$ cat src/rtl/hdmi_packet_pkg.sv
// Shared constants and types for the HDMI data island packet assembler.
// Slot counts, the BCH generator constant, and the subpacket type.
package hdmi_packet_pkg;

    localparam int unsigned PACKET_SLOTS      = 32;
    localparam int unsigned HEADER_DATA_SLOTS = 24;
    localparam int unsigned SUB_DATA_SLOTS    = 28;
    localparam logic [7:0]  BCH_POLY          = 8'h83;

    typedef logic [55:0] subpacket_t;
    typedef logic [4:0]  slot_t;

endpackage

$ cat src/rtl/packet_assembler_if.sv
// Packet-level bus between the packet mux (master) and the assembler (slave).
// Carries the packet contents, the data island window, and the serialised output.
interface packet_assembler_if;
    import hdmi_packet_pkg::*;

    logic                  data_island_period;
    logic [23:0]           header;
    subpacket_t [3:0]      sub;
    logic                  packet_enable;
    logic [8:0]            packet_data;

    modport master (
        output data_island_period,
        output header,
        output sub,
        input  packet_enable,
        input  packet_data
    );

    modport slave (
        input  data_island_period,
        input  header,
        input  sub,
        output packet_enable,
        output packet_data
    );

endinterface

$ cat src/rtl/bch_ecc_step.sv
// One bit-serial step of the HDMI BCH parity LFSR (x^8+x^7+x^6+1).
module bch_ecc_step
    import hdmi_packet_pkg::*;
(
    input  logic [7:0] ecc_in,
    input  logic       data_bit,
    output logic [7:0] ecc_out
);

    logic fb;

    always_comb begin
        fb      = ecc_in[0] ^ data_bit;
        ecc_out = (ecc_in >> 1) ^ (fb ? BCH_POLY : '0);
    end

endmodule

$ cat src/rtl/packet_assembler.sv
// Serialises one data island packet (header + four subpackets) into 32 slots
// of 9 bits each, appending BCH parity computed on the fly.
module packet_assembler
    import hdmi_packet_pkg::*;
(
    input  logic               clk_pixel,
    input  logic               reset,
    packet_assembler_if.slave  pif
);

    slot_t            counter_q, counter_d;
    logic [23:0]      header_q, header_d;
    subpacket_t [3:0] sub_q, sub_d;
    logic [7:0]       hecc_q, hecc_d;
    logic [3:0][7:0]  secc_q, secc_d;
    logic [8:0]       packet_data_q, packet_data_d;

    logic             dip;
    logic             slot0;
    logic             hdr_data;
    logic             sub_data;
    logic [4:0]       hdr_idx;
    logic [4:0]       sub_slot;
    logic [7:0]       hecc_in, hecc_step;
    logic [3:0][7:0]  secc_in, secc_mid, secc_step;
    logic [3:0]       even_bit, odd_bit;
    logic             hdr_bit;
    logic [3:0]       ch1, ch2;

    assign dip = pif.data_island_period;

    // Slot 0 works from the live inputs so the first bits need no extra cycle.
    always_comb begin
        slot0    = dip && (counter_q == '0);
        hdr_data = counter_q < 5'(HEADER_DATA_SLOTS);
        sub_data = counter_q < 5'(SUB_DATA_SLOTS);
        hdr_idx  = hdr_data ? counter_q : '0;
        sub_slot = sub_data ? counter_q : '0;
        header_d = slot0 ? pif.header : header_q;
        sub_d    = slot0 ? pif.sub    : sub_q;
        hecc_in  = (counter_q == '0) ? '0 : hecc_q;
        for (int unsigned k = 0; k < 4; k++) begin
            secc_in[k]  = (counter_q == '0) ? '0 : secc_q[k];
            even_bit[k] = sub_d[k][{sub_slot, 1'b0}];
            odd_bit[k]  = sub_d[k][{sub_slot, 1'b1}];
        end
    end

    bch_ecc_step u_hdr_ecc (
        .ecc_in   (hecc_in),
        .data_bit (header_d[hdr_idx]),
        .ecc_out  (hecc_step)
    );

    for (genvar k = 0; k < 4; k++) begin : g_sub_ecc
        bch_ecc_step u_even (
            .ecc_in   (secc_in[k]),
            .data_bit (even_bit[k]),
            .ecc_out  (secc_mid[k])
        );
        bch_ecc_step u_odd (
            .ecc_in   (secc_mid[k]),
            .data_bit (odd_bit[k]),
            .ecc_out  (secc_step[k])
        );
    end

    // Parity registers freeze once their data slots end; parity slots read the frozen value.
    always_comb begin
        counter_d = dip ? counter_q + 5'd1 : '0;
        hecc_d    = hecc_q;
        secc_d    = secc_q;
        if (!dip) begin
            hecc_d = '0;
            secc_d = '0;
        end else begin
            if (hdr_data) hecc_d = hecc_step;
            if (sub_data) secc_d = secc_step;
        end

        hdr_bit = hdr_data ? header_d[hdr_idx] : hecc_q[counter_q[2:0]];
        for (int unsigned k = 0; k < 4; k++) begin
            ch1[k] = sub_data ? even_bit[k] : secc_q[k][{counter_q[1:0], 1'b0}];
            ch2[k] = sub_data ? odd_bit[k]  : secc_q[k][{counter_q[1:0], 1'b1}];
        end
        packet_data_d = dip ? {ch2, ch1, hdr_bit} : '0;
    end

    always_ff @(posedge clk_pixel) begin
        if (reset) begin
            counter_q     <= '0;
            header_q      <= '0;
            sub_q         <= '0;
            hecc_q        <= '0;
            secc_q        <= '0;
            packet_data_q <= '0;
        end else begin
            counter_q     <= counter_d;
            header_q      <= header_d;
            sub_q         <= sub_d;
            hecc_q        <= hecc_d;
            secc_q        <= secc_d;
            packet_data_q <= packet_data_d;
        end
    end

    assign pif.packet_enable = dip && (counter_q == 5'(PACKET_SLOTS - 1));
    assign pif.packet_data   = packet_data_q;

endmodule

$ cat src/flat_wrapper.sv
// flat-port wrapper written by rule: the top's interface ports become plain ports
module packet_assembler_flat import hdmi_packet_pkg::*;
  (clk_pixel, reset, pif_data_island_period, pif_header, pif_sub, pif_packet_enable, pif_packet_data);
  packet_assembler_if pif_i ();
  input  logic clk_pixel;
  input  logic reset;
  input wire logic [$bits(pif_i.data_island_period)-1:0] pif_data_island_period;
  input wire logic [$bits(pif_i.header)-1:0] pif_header;
  input wire logic [$bits(pif_i.sub)-1:0] pif_sub;
  output wire logic [$bits(pif_i.packet_enable)-1:0] pif_packet_enable;
  output wire logic [$bits(pif_i.packet_data)-1:0] pif_packet_data;
  assign pif_i.data_island_period = pif_data_island_period;
  assign pif_i.header = pif_header;
  assign pif_i.sub = pif_sub;
  assign pif_packet_enable = pif_i.packet_enable;
  assign pif_packet_data = pif_i.packet_data;
  packet_assembler u_core (.clk_pixel(clk_pixel), .reset(reset), .pif(pif_i));
endmodule
$ cat config.mk
export PLATFORM = sky130hd
export DESIGN_NAME = packet_assembler_flat
export DESIGN_NICKNAME = d
export VERILOG_FILES = /design/src/rtl/hdmi_packet_pkg.sv /design/src/rtl/packet_assembler_if.sv /design/src/rtl/bch_ecc_step.sv /design/src/rtl/packet_assembler.sv /design/src/flat_wrapper.sv
export SDC_FILE = /design/constraint.sdc
export NUM_CORES = 1
export LEC_CHECK = 0
export ABC_AREA = 1
export BUFFER_PORTS_ARGS = -buffer_cell sky130_fd_sc_hd__buf_2
export CORE_ASPECT_RATIO = 1.5
export CORE_MARGIN = 2
export CORE_UTILIZATION = 51
export CTS_CLUSTER_SIZE = 10
export DETAILED_ROUTE_END_ITERATION = 10
export GPL_TIMING_DRIVEN = 0
export PLACE_DENSITY_LB_ADDON = 0.3
export SLEW_MARGIN = 20
export SYNTH_ARGS = -nofsm -noshare
export SYNTH_HDL_FRONTEND = slang
export SYNTH_SLANG_ARGS = --single-unit
$ cat constraint.sdc
create_clock -name clk_pixel -period 2.4 [get_ports clk_pixel]
set_input_delay 0.48 -clock clk_pixel [delete_from_list [all_inputs] [get_ports clk_pixel]]
set_output_delay 0.48 -clock clk_pixel [all_outputs]
set_load 0.02 [all_outputs]
Word level (Yosys, flattened, before mapping)
Index checks and enable logic that the tools add are counted.
Storage, ports and cells
  bits in writable memories: 0
  logic and storage cells: 108
  bits in registers: 302
  bits in read-only memories: 0
  bits in latches: 0
  memories kept: 0
  input bits: 251
Operators by class
  multiply operators: 0
  add/sub/neg operators: 1
  reduce and logical (&&, ||, !) cells: 4
  div/mod/pow operators: 0
  bitwise logic cells: 19
  multiplexer cells: 63
  shifts and indexed selects: 0
  order comparisons: 8
  equality and inequality tests: 1
Operator list (number)
  $mux 224: 1
  $mux 8: 14
  $xor 7x8->8: 9
  $bmux 1 s5: 9
  $mux 1: 27
  $mux 24: 1
  $bmux 1 s2: 8
  $lt 6x7->1 const B: 2
  $lt 3x4->1 const B: 3
  $lt 5x5->1 const B: 2
  $mux 5: 2
  $xor 1x1->1: 9
  $lt 5x6->1 const B: 1
  $add 5x1->5 const B: 1
  $eq 5x5->1 const B: 1
  $logic_not 5->1: 1
  $bmux 1 s3: 1
  $logic_and 1x1->1: 2
  $reduce_or 2->1: 1
  $not 1->1: 1

Depth between registers and ports, before layout
Gate-level depths: netlist of the first run.
  depth after elaboration: 11
  mapped depth: 23
  depth with buffers taken out: 21

Cells and area by module
A second synthesis of the first run with hierarchy kept.
Unflattened totals
  cells, all modules: 2449
  area total of the unflattened synthesis: 15854.0 µm²
By module, submodules not included
  packet_assembler: seq. area each 6045.8 µm², times used 1, cells an instance 2260, area an instance 14896.8 µm²
  bch_ecc_step: seq. area each 0.0 µm², times used 9, cells an instance 21, area an instance 106.4 µm²

Worst setup path after synthesis of the first run
Ideal clock, no wire load.
  path type: flip-flop to flip-flop
  start: register u_core.counter_q[0]
  end: register u_core.secc_q[9] in the netlist's numbering
  library setup time: 0.110 ns
  path buffers: 3
  stages on the path, launching flop included: 23
  arrival: 2.533 ns
  slack: -0.243 ns
  cell sequence: dfxtp_1 clkinv_1 clkbuf_1 ha_1 inv_1 nor2_4 nand3_4 buf_2 buf_2 o211ai_1 nand2_1 nor2_1 nor2_1 nor2_1 nand2_1 nand2_1 nand2_1 nand2_1 nand2_1 nand3_1 nand2_1 inv_1 nor2_1
On the way
  cells in the longest elaborated chain, start to end: 11
RTL lines
  start, declared: line packet_assembler.sv:11  | slot_t counter_q, counter_d;
  start signal, assigned: line packet_assembler.sv:98  | counter_q <= counter_d;
  parallel branches: the longest is 11 deep, another holds $lt 5x5->1
  end signal, assigned: line packet_assembler.sv:95  | secc_q <= '0;
  end signal, assigned: line packet_assembler.sv:102  | secc_q <= secc_d;
  end, declared: line packet_assembler.sv:15  | logic [3:0][7:0] secc_q, secc_d;
Parallel ways; which one is timed is not known. The select of a mux whose other input is x is not followed.
A chain may end at the register's enable or synchronous reset.

Worst setup path in the final report of the first run
Same ends and word-level chain as after synthesis.

==> results of run 1 <==
cell families (layout without fill, tap and decap cells):
logic type / count (synthesis) / in the layout / synth area share
buffers and inverters: 375 / 719 / 0.1015
flip-flops: 302 / 302 / 0.3992
AO/OA/AOI/OAI: 325 / 325 / 0.1111
AND/OR/NAND/NOR: 1295 / 1295 / 0.3851
adder cells (fa/ha/maj): 3 / 3 / 0.002479
XOR/XNOR: 1 / 1 / 0.0005785
repair_timing:
item / in CTS / in global routing
gates resized for setup: 263 / 166
gates cloned: 5 / 2
endpoints found under the hold margin: 0 / 0
buffers inserted: 28 / 11
pin swaps: 64 / 75
setup endpoints to repair: 52 / 42
worst min-delay path by stage:
stage | start | end | slack, ps
after floorplan | u_core.secc_q[12] | u_core.secc_q[10] | 450
after global placement | u_core.sub_q[94] | u_core.sub_q[94] | 450
after detailed placement | u_core.sub_q[37] | u_core.sub_q[37] | 460
after CTS | pif_sub[14] | u_core.sub_q[14] | 210
after global routing | pif_sub[207] | u_core.sub_q[207] | 220
final | pif_sub[14] | u_core.sub_q[14] | 210
power groups by stage:
stage          clock network, uW  registers, uW  logic (uW)
3_5_place_dp                   0           5540        2310
2_1_floorplan                  0           5530        1470
3_3_place_gp                   0           5530        2270
6_report                    4890           5450        2990
4_1_cts                     4850           5440        2690
5_1_grt                     5060           5470        3170
final cells by class:
type	count	area, um2
multi-input cells	1624	8711
flip-flops and latches	302	6050
fillers	2535	9283
plain buffers	177	1255
well taps	395	494.2
inverters	197	764.5
clock buffers	38	929.6
clock inverters	3	26.28
repair buffers	304	1872
per-stage QoR:
stage,TNS (ps),utilization,std cells,power (uW)
global placement,-41580,0.5799,2954,7798
floorplan,-12.19,-,2301,7000
global route,-12470,0.6841,3040,13700
detailed placement,-41560,0.5799,2954,7854
finish,-10250,0.6841,3040,13320
CTS,-8121,0.6575,3027,12980
cells in the final DEF, fill, tap and decap left out, drive strengths merged, types with 7 or more instances in the layout:
cell type	Yosys	layout
a211oi	7	7
a21oi	222	222
buf	98	395
clkbuf	80	123
dfxtp	302	302
inv	194	196
nand2	559	559
nand3	440	440
nand4	137	137
nor2	142	142
o211ai	10	10
o21ai	80	80
or2	17	17
per-layer routing:
metal,global-route usage,share of wire,vias to the layer above
met3,0.07487,0.11,362
met5,0,0,-
met1,0.4611,0.34,8350
met2,0.6362,0.45,1279
met4,0.3301,0.097,0
li1,-,-,8357
state kept, by name (all words and copies together) (netlist names):
signal	count
u_core.header_q	24
u_core.counter_q	5
u_core.sub_q	224
u_core.secc_q	32
u_core.pif.packet_data	9
u_core.hecc_q	8
worst max-delay path, stage by stage, from the launching register on:
cell,delay (ps)
dfxtp_4,370
clkinv_8,50
clkbuf_16,120
ha_4,110
inv_2,40
nor2_4,90
buf_12,130
nand3_4,80
buf_12,180
buf_12,150
buf_12,150
o211ai_1,250
nand3_1,150
nand3_1,110
nand2_1,80
inv_2,90
nand2_4,80
nand2_4,110
nand2_2,50
nand2_2,80
nand2_2,80
nand3_2,90
nand2_1,70
inv_1,60
nor2_1,30
==> flow_metrics.py, run 1 <==
metrics = {
    "critical_path": {
        "crit_arrival_ps": 3330,
        "r2r_cells": 24,
        "critPathCaptureType": "register",
        "crit_end": "u_core.secc_q[9]",
        "r2r_slack_ps": -510,
        "reg2reg_to": "u_core.secc_q[9]",
        "crit_type": "reg -> reg",
        "crit_start": "u_core.counter_q[0]",
        "critPathRequiredTime_ps": 2820,
        "crit_fanout": 8,
        "crit_path_start_kind": "register",
        "r2r-start": "u_core.counter_q[0]",
    },
    "floorplan": {
        "io_pins": 261,
        "die_h_um": 215.0,
        "core_mm2": 0.02938,
        "die_area_mm2": 0.03112,
        "initial_core_util": 0.5154,
        "die_w_um": 144.7,
        "rows": 77,
    },
    "sta": {
        "slew_violations": 0,
        "finClkSkew_ps": 28.44,
        "finalCritPeriodShare": 1.212,
        "layout_min_cycle_time_ps": 2909,
        "rsz0062_at_grt": "true",
        "slew_headroom": 0.2936,
        "setup_ws_ps": -509.1,
        "hold_violations": 0,
        "worstMarginPinSlew_ps": 1060,
        "setup_viol": 29,
        "timing.fmax_mhz": 343.8,
        "hold_slack_ps": 208.8,
    },
    "route": {
        "drt_wl_total_mm": 64.84,
        "routedWlPerCell_um": 21.33,
        "via_count": 18350,
        "ant_nets": 0,
        "drtIter0Drc": 2032,
        "firstDrtPassIters": 8,
        "drc": 0,
        "viasPerCell": 6.036,
    },
    "cts": {
        "clock_path_buffers": 3,
        "clk_pin_slew_ps": 60,
        "clock_latency_ps": 540,
        "numCtsBuffers": 36,
        "cts_hold_buf": 0,
        "cts_root_buffer": "clkbuf_16",
        "cts_tree": "done",
        "cts-htree-levels": 2,
        "clkSinkCount": 302,
    },
    "synth": {
        "ys_warn_count": 0,
        "synth_top_area_cell": "dfxtp_1",
        "syn_area_mm2": 0.01514,
        "synthTopCellsByCount": "nand2_1 (559), nand3_1 (438), dfxtp_1 (302)",
        "netlist.area_leader.share": 0.3992,
        "synth.most_common_cell": "nand2_1",
        "synth_cells": 2301,
        "synth_area_leaders": "dfxtp_1 (40%), nand3_1 (14%), nand2_1 (14%)",
        "ys_seq_elements": 302,
        "ys_async_sr_fraction": 0,
        "ys.flop_type": "dfxtp_1",
        "syn_nets": 2555,
        "synth.avg_cell_area_um2": 6.581,
        "ys_types": 30,
        "ys_seq_area_frac": 0.3992,
        "synth_edf_count": 0,
    },
    "power": {
        "p_per_area_mw_per_mm2": 662.6,
        "power_frac_comb": 0.224,
        "power_frac_clock": 0.367,
        "p_sw_frac": 0.3087,
        "vdd.ir_drop.worst_uv": 541.4,
        "intPower_uw": 9208,
        "switching_power_uw": 4111,
        "p_seq_frac": 0.409,
        "power.leakage_uw": 0.009146,
    },
    "global_route": {
        "grt_usage": 0.4005,
        "grt_start_max_net_pins": 12,
        "grt_pass1_vias": 17390,
        "antenna_found_initial": 0,
        "grt_pass1_wl_mm": 94.27,
        "grt_overflow_total": 0,
    },
    "cells_and_area": {
        "drive_gt1_frac": 0.2650,
        "syn_to_final_growth_pct": 32.74,
        "fin_nets": 2896,
        "n_antenna_cell": 0,
        "fin_area_mm2": 0.02010,
    },
    "place": {
        "postPlaceCellArea_mm2": 0.01704,
        "gp_congestion": 0.9788,
        "place_ws_ps": -1219,
        "dp_hpwl_mm": 45.46,
        "portBuffers": 258,
    },
    "run": {
        "cap_violations": 0,
    },
    "run_status": {
        "failed_checks": "negative setup slack",
        "run_status": "finished with violations",
    },
    "hold_path": {
        "hold_path_class": "in -> reg",
        "worstHoldPathCells": 3,
    },
}
Power figures use the tool's default switching activity.
==> inputs of run 2 (changes only) <==
==> constraint.sdc (replaced) <==
create_clock -name clk_pixel -period 2.4 [get_ports clk_pixel]
set_input_delay 0.24 -clock clk_pixel [delete_from_list [all_inputs] [get_ports clk_pixel]]
set_output_delay 0.24 -clock clk_pixel [all_outputs]
set_load 0.02 [all_outputs]
==> run 2 against run 1 <==
Net effect:
- die area is the same
- non-clock buffer count increased by 40
- largest cell class unchanged
- the flow finishes with violations (negative hold slack, negative setup slack)
- global-route usage grew 0.50 points
- routed wire length increased by 0.75%
- clock-buffer cell count stayed put
- register-to-register slack got worse by 30 ps
- cell count up 1.3%
- critical path depth rose by 2
- via count rose by 0.89%
- highest routed layer unchanged
- sequential share of layout area down 0.31 points
==> flow_metrics.py, run 2 (same netlist as run 1, synthesis figures left out) <==
metrics = {
    "route": {
        "via_count": 18510,
        "routedWlPerCell_um": 21.21,
        "viasPerCell": 6.010,
        "drtIter0Drc": 2096,
        "firstDrtPassIters": 6,
        "drc": 0,
        "drt_wl_total_mm": 65.32,
        "ant_nets": 0,
    },
    "critical_path": {
        "r2r_cells": 26,
        "critPathCaptureType": "register",
        "slowest_delay_ps": 380,
        "critPathRequiredTime_ps": 2820,
        "crit_slowest_cell": "dfxtp_4",
        "crit_family": "simple AND/OR/NAND/NOR gates",
        "critical_path_buf_inv_count": 10,
        "crit_arrival_ps": 3360,
        "crit_type": "reg -> reg",
        "reg2reg_to": "u_core.secc_q[9]",
        "crit_fanout": 8,
        "r2r-start": "u_core.counter_q[0]",
        "crit_path_start_kind": "register",
        "r2r_slack_ps": -540,
    },
    "floorplan": {
        "rows": 77,
        "die_h_um": 215.0,
        "core_mm2": 0.02938,
        "die_area_mm2": 0.03112,
        "die_w_um": 144.7,
        "initial_core_util": 0.5154,
        "io_pins": 261,
    },
    "run_status": {
        "run_status": "finished with violations",
        "failed_checks": "negative hold slack, negative setup slack",
    },
    "sta": {
        "finClkSkew_ps": 30.37,
        "finalCritPeriodShare": 1.224,
        "slew_headroom": 0.1821,
        "worstMarginPinSlew_ps": 1227,
        "timing.fmax_mhz": 340.3,
        "hold_slack_ps": -6.706,
        "hold_violations": 1,
        "setup_viol": 28,
        "setup_ws_ps": -538.5,
        "rsz0062_at_grt": "true",
        "final.setup.tns_ps": -10380,
        "slew_violations": 0,
        "layout_min_cycle_time_ps": 2938,
    },
    "global_route": {
        "antenna_found_initial": 0,
        "grtUsageMet2": 0.6420,
        "grt_usage": 0.4055,
        "grt_start_max_net_pins": 12,
        "use_met3": 0.08467,
        "grt_overflow_total": 0,
        "grt_pass1_vias": 17690,
        "grtUsageMet1": 0.4570,
        "grt-busiest-layer": "met2",
        "grt_pass1_wl_mm": 95.57,
    },
    "cells_and_area": {
        "post-route-util": 0.6913,
        "top_regs": "u_core.sub_q: 224 flops, u_core.secc_q: 32 flops, u_core.header_q: 24 flops",
        "largest_reg_flops": 224,
        "syn_to_final_growth_pct": 34.14,
        "top_register": "u_core.sub_q",
        "final_cell_mix": "nand2_1 (478), nand3_1 (353), dfxtp_1 (301)",
        "fin_nets": 2936,
        "drive_gt1_frac": 0.2458,
        "n_antenna_cell": 0,
        "final_common_cell": "nand2_1",
        "fill_cells": 2507,
    },
    "power": {
        "switching_power_uw": 4105,
        "power_uw": 13330,
        "p_sw_frac": 0.3079,
        "power.leakage_uw": 0.009250,
        "power_frac_clock": 0.367,
        "p_seq_frac": 0.408,
        "p_per_area_mw_per_mm2": 656.4,
        "intPower_uw": 9229,
        "power_frac_comb": 0.225,
        "vdd.ir_drop.worst_uv": 529.6,
    },
    "cts": {
        "cts-htree-levels": 2,
        "clkSinkCount": 302,
        "clk_pin_slew_ps": 60,
        "cts_tree": "done",
        "clock_latency_ps": 540,
        "cts_root_buffer": "clkbuf_16",
        "clock_path_buffers": 3,
        "numCtsBuffers": 36,
    },
    "hold_path": {
        "hold_path_class": "in -> reg",
        "min_from": "pif_sub[32]",
        "worstHoldPathCells": 3,
        "hold_path_end": "u_core.sub_q[32]",
    },
    "run": {
        "cap_violations": 0,
    },
    "place": {
        "dp_hpwl_mm": 45.46,
        "portBuffers": 258,
        "gp_congestion": 0.9788,
    },
}
-- run 2: cell types whose count changed in the layout (fill, tap and decap cells not counted), sizes merged --
cell         previous run  this run
buf                   395       391
bufbuf                  1         2
clkbuf                123       121
clkinv                  4         3
dlygate4sd3             0        45
inv                   196       197
-- run 2: final cells by class --
class	count	area, um2	share of cell area
Multi-Input combinational cell	1624	8553	0.4211
Sequential cell	302	6050	0.2978
Timing Repair Buffer	344	2245	0.1105
Buffer	177	1256	0.06184
Clock buffer	38	929.6	0.04577
Inverter	197	759.5	0.03739
Tap cell	395	494.2	0.02433
Clock inverter	3	26.28	0.001294
-- run 2: worst register-to-register path, stage by stage (launching register included) --
cell	delay [ps]
dfxtp_4	380
clkinv_8	60
clkbuf_16	150
ha_4	150
inv_2	60
nor2_4	40
buf_12	140
nand3_4	90
buf_12	160
buf_12	160
buf_12	150
buf_6	110
nand2_1	60
nand3_1	100
nand3_1	100
nand3_1	120
nand2_1	80
inv_2	90
nand2_4	70
nand2_4	90
nand2_1	60
nand2_2	100
nand2_2	80
nand3_2	90
nand2_1	70
inv_1	60
nor2_1	30
-- run 2: power by group through the flow --
stage               registers, uW  logic [uW]  clock network (uW)
finish                       5450        2990                4900
global route                 5470        3190                5050
CTS                          5440        2740                4850
detailed placement           5540        2310                   0
global placement             5530        2270                   0
floorplan                    5530        1470                   0
-- run 2: stage by stage --
step	instances	instance area, um2	hold WS, ps	setup WS (ps)
2_1_floorplan	2301	15250	404.4	-12.19
3_3_place_gp	2954	17040	454.0	-1198
3_5_place_dp	2954	17040	459.0	-1219
4_1_cts	3072	19760	0.2674	-431.4
5_1_grt	3080	20310	1.313	-618.5
6_report	3080	20310	-6.706	-538.5
-- run 2: worst max path at each step --
stage                                    from           endpoint  cells past startpoint
after CTS                 u_core.counter_q[0]   u_core.secc_q[1]                     25
after floorplan           u_core.counter_q[0]   u_core.secc_q[9]                     22
final                     u_core.counter_q[0]   u_core.secc_q[9]                     26
after global routing      u_core.counter_q[0]   u_core.hecc_q[0]                     24
after global placement    u_core.counter_q[0]  u_core.secc_q[17]                     22
after detailed placement  u_core.counter_q[0]  u_core.secc_q[17]                     22
-- run 2: metal layers --
layer | share of wire | routed length (um) | vias up
met3 | 0.11 | 7040 | 390
met4 | 0.10 | 6581 | 0
met1 | 0.34 | 22440 | 8387
met5 | 0 | 0 | -
met2 | 0.45 | 29260 | 1298
li1 | - | - | 8437
-- run 2: timing repair --
action / CTS / global route
hold endpoints to repair: 45 / 0
endpoints found under the setup margin: 51 / 34
buffers inserted: 28 / 9
gates cloned: 5 / 0
hold buffers: 45 / 0
pin swaps: 65 / 65
gates resized for setup: 257 / 125
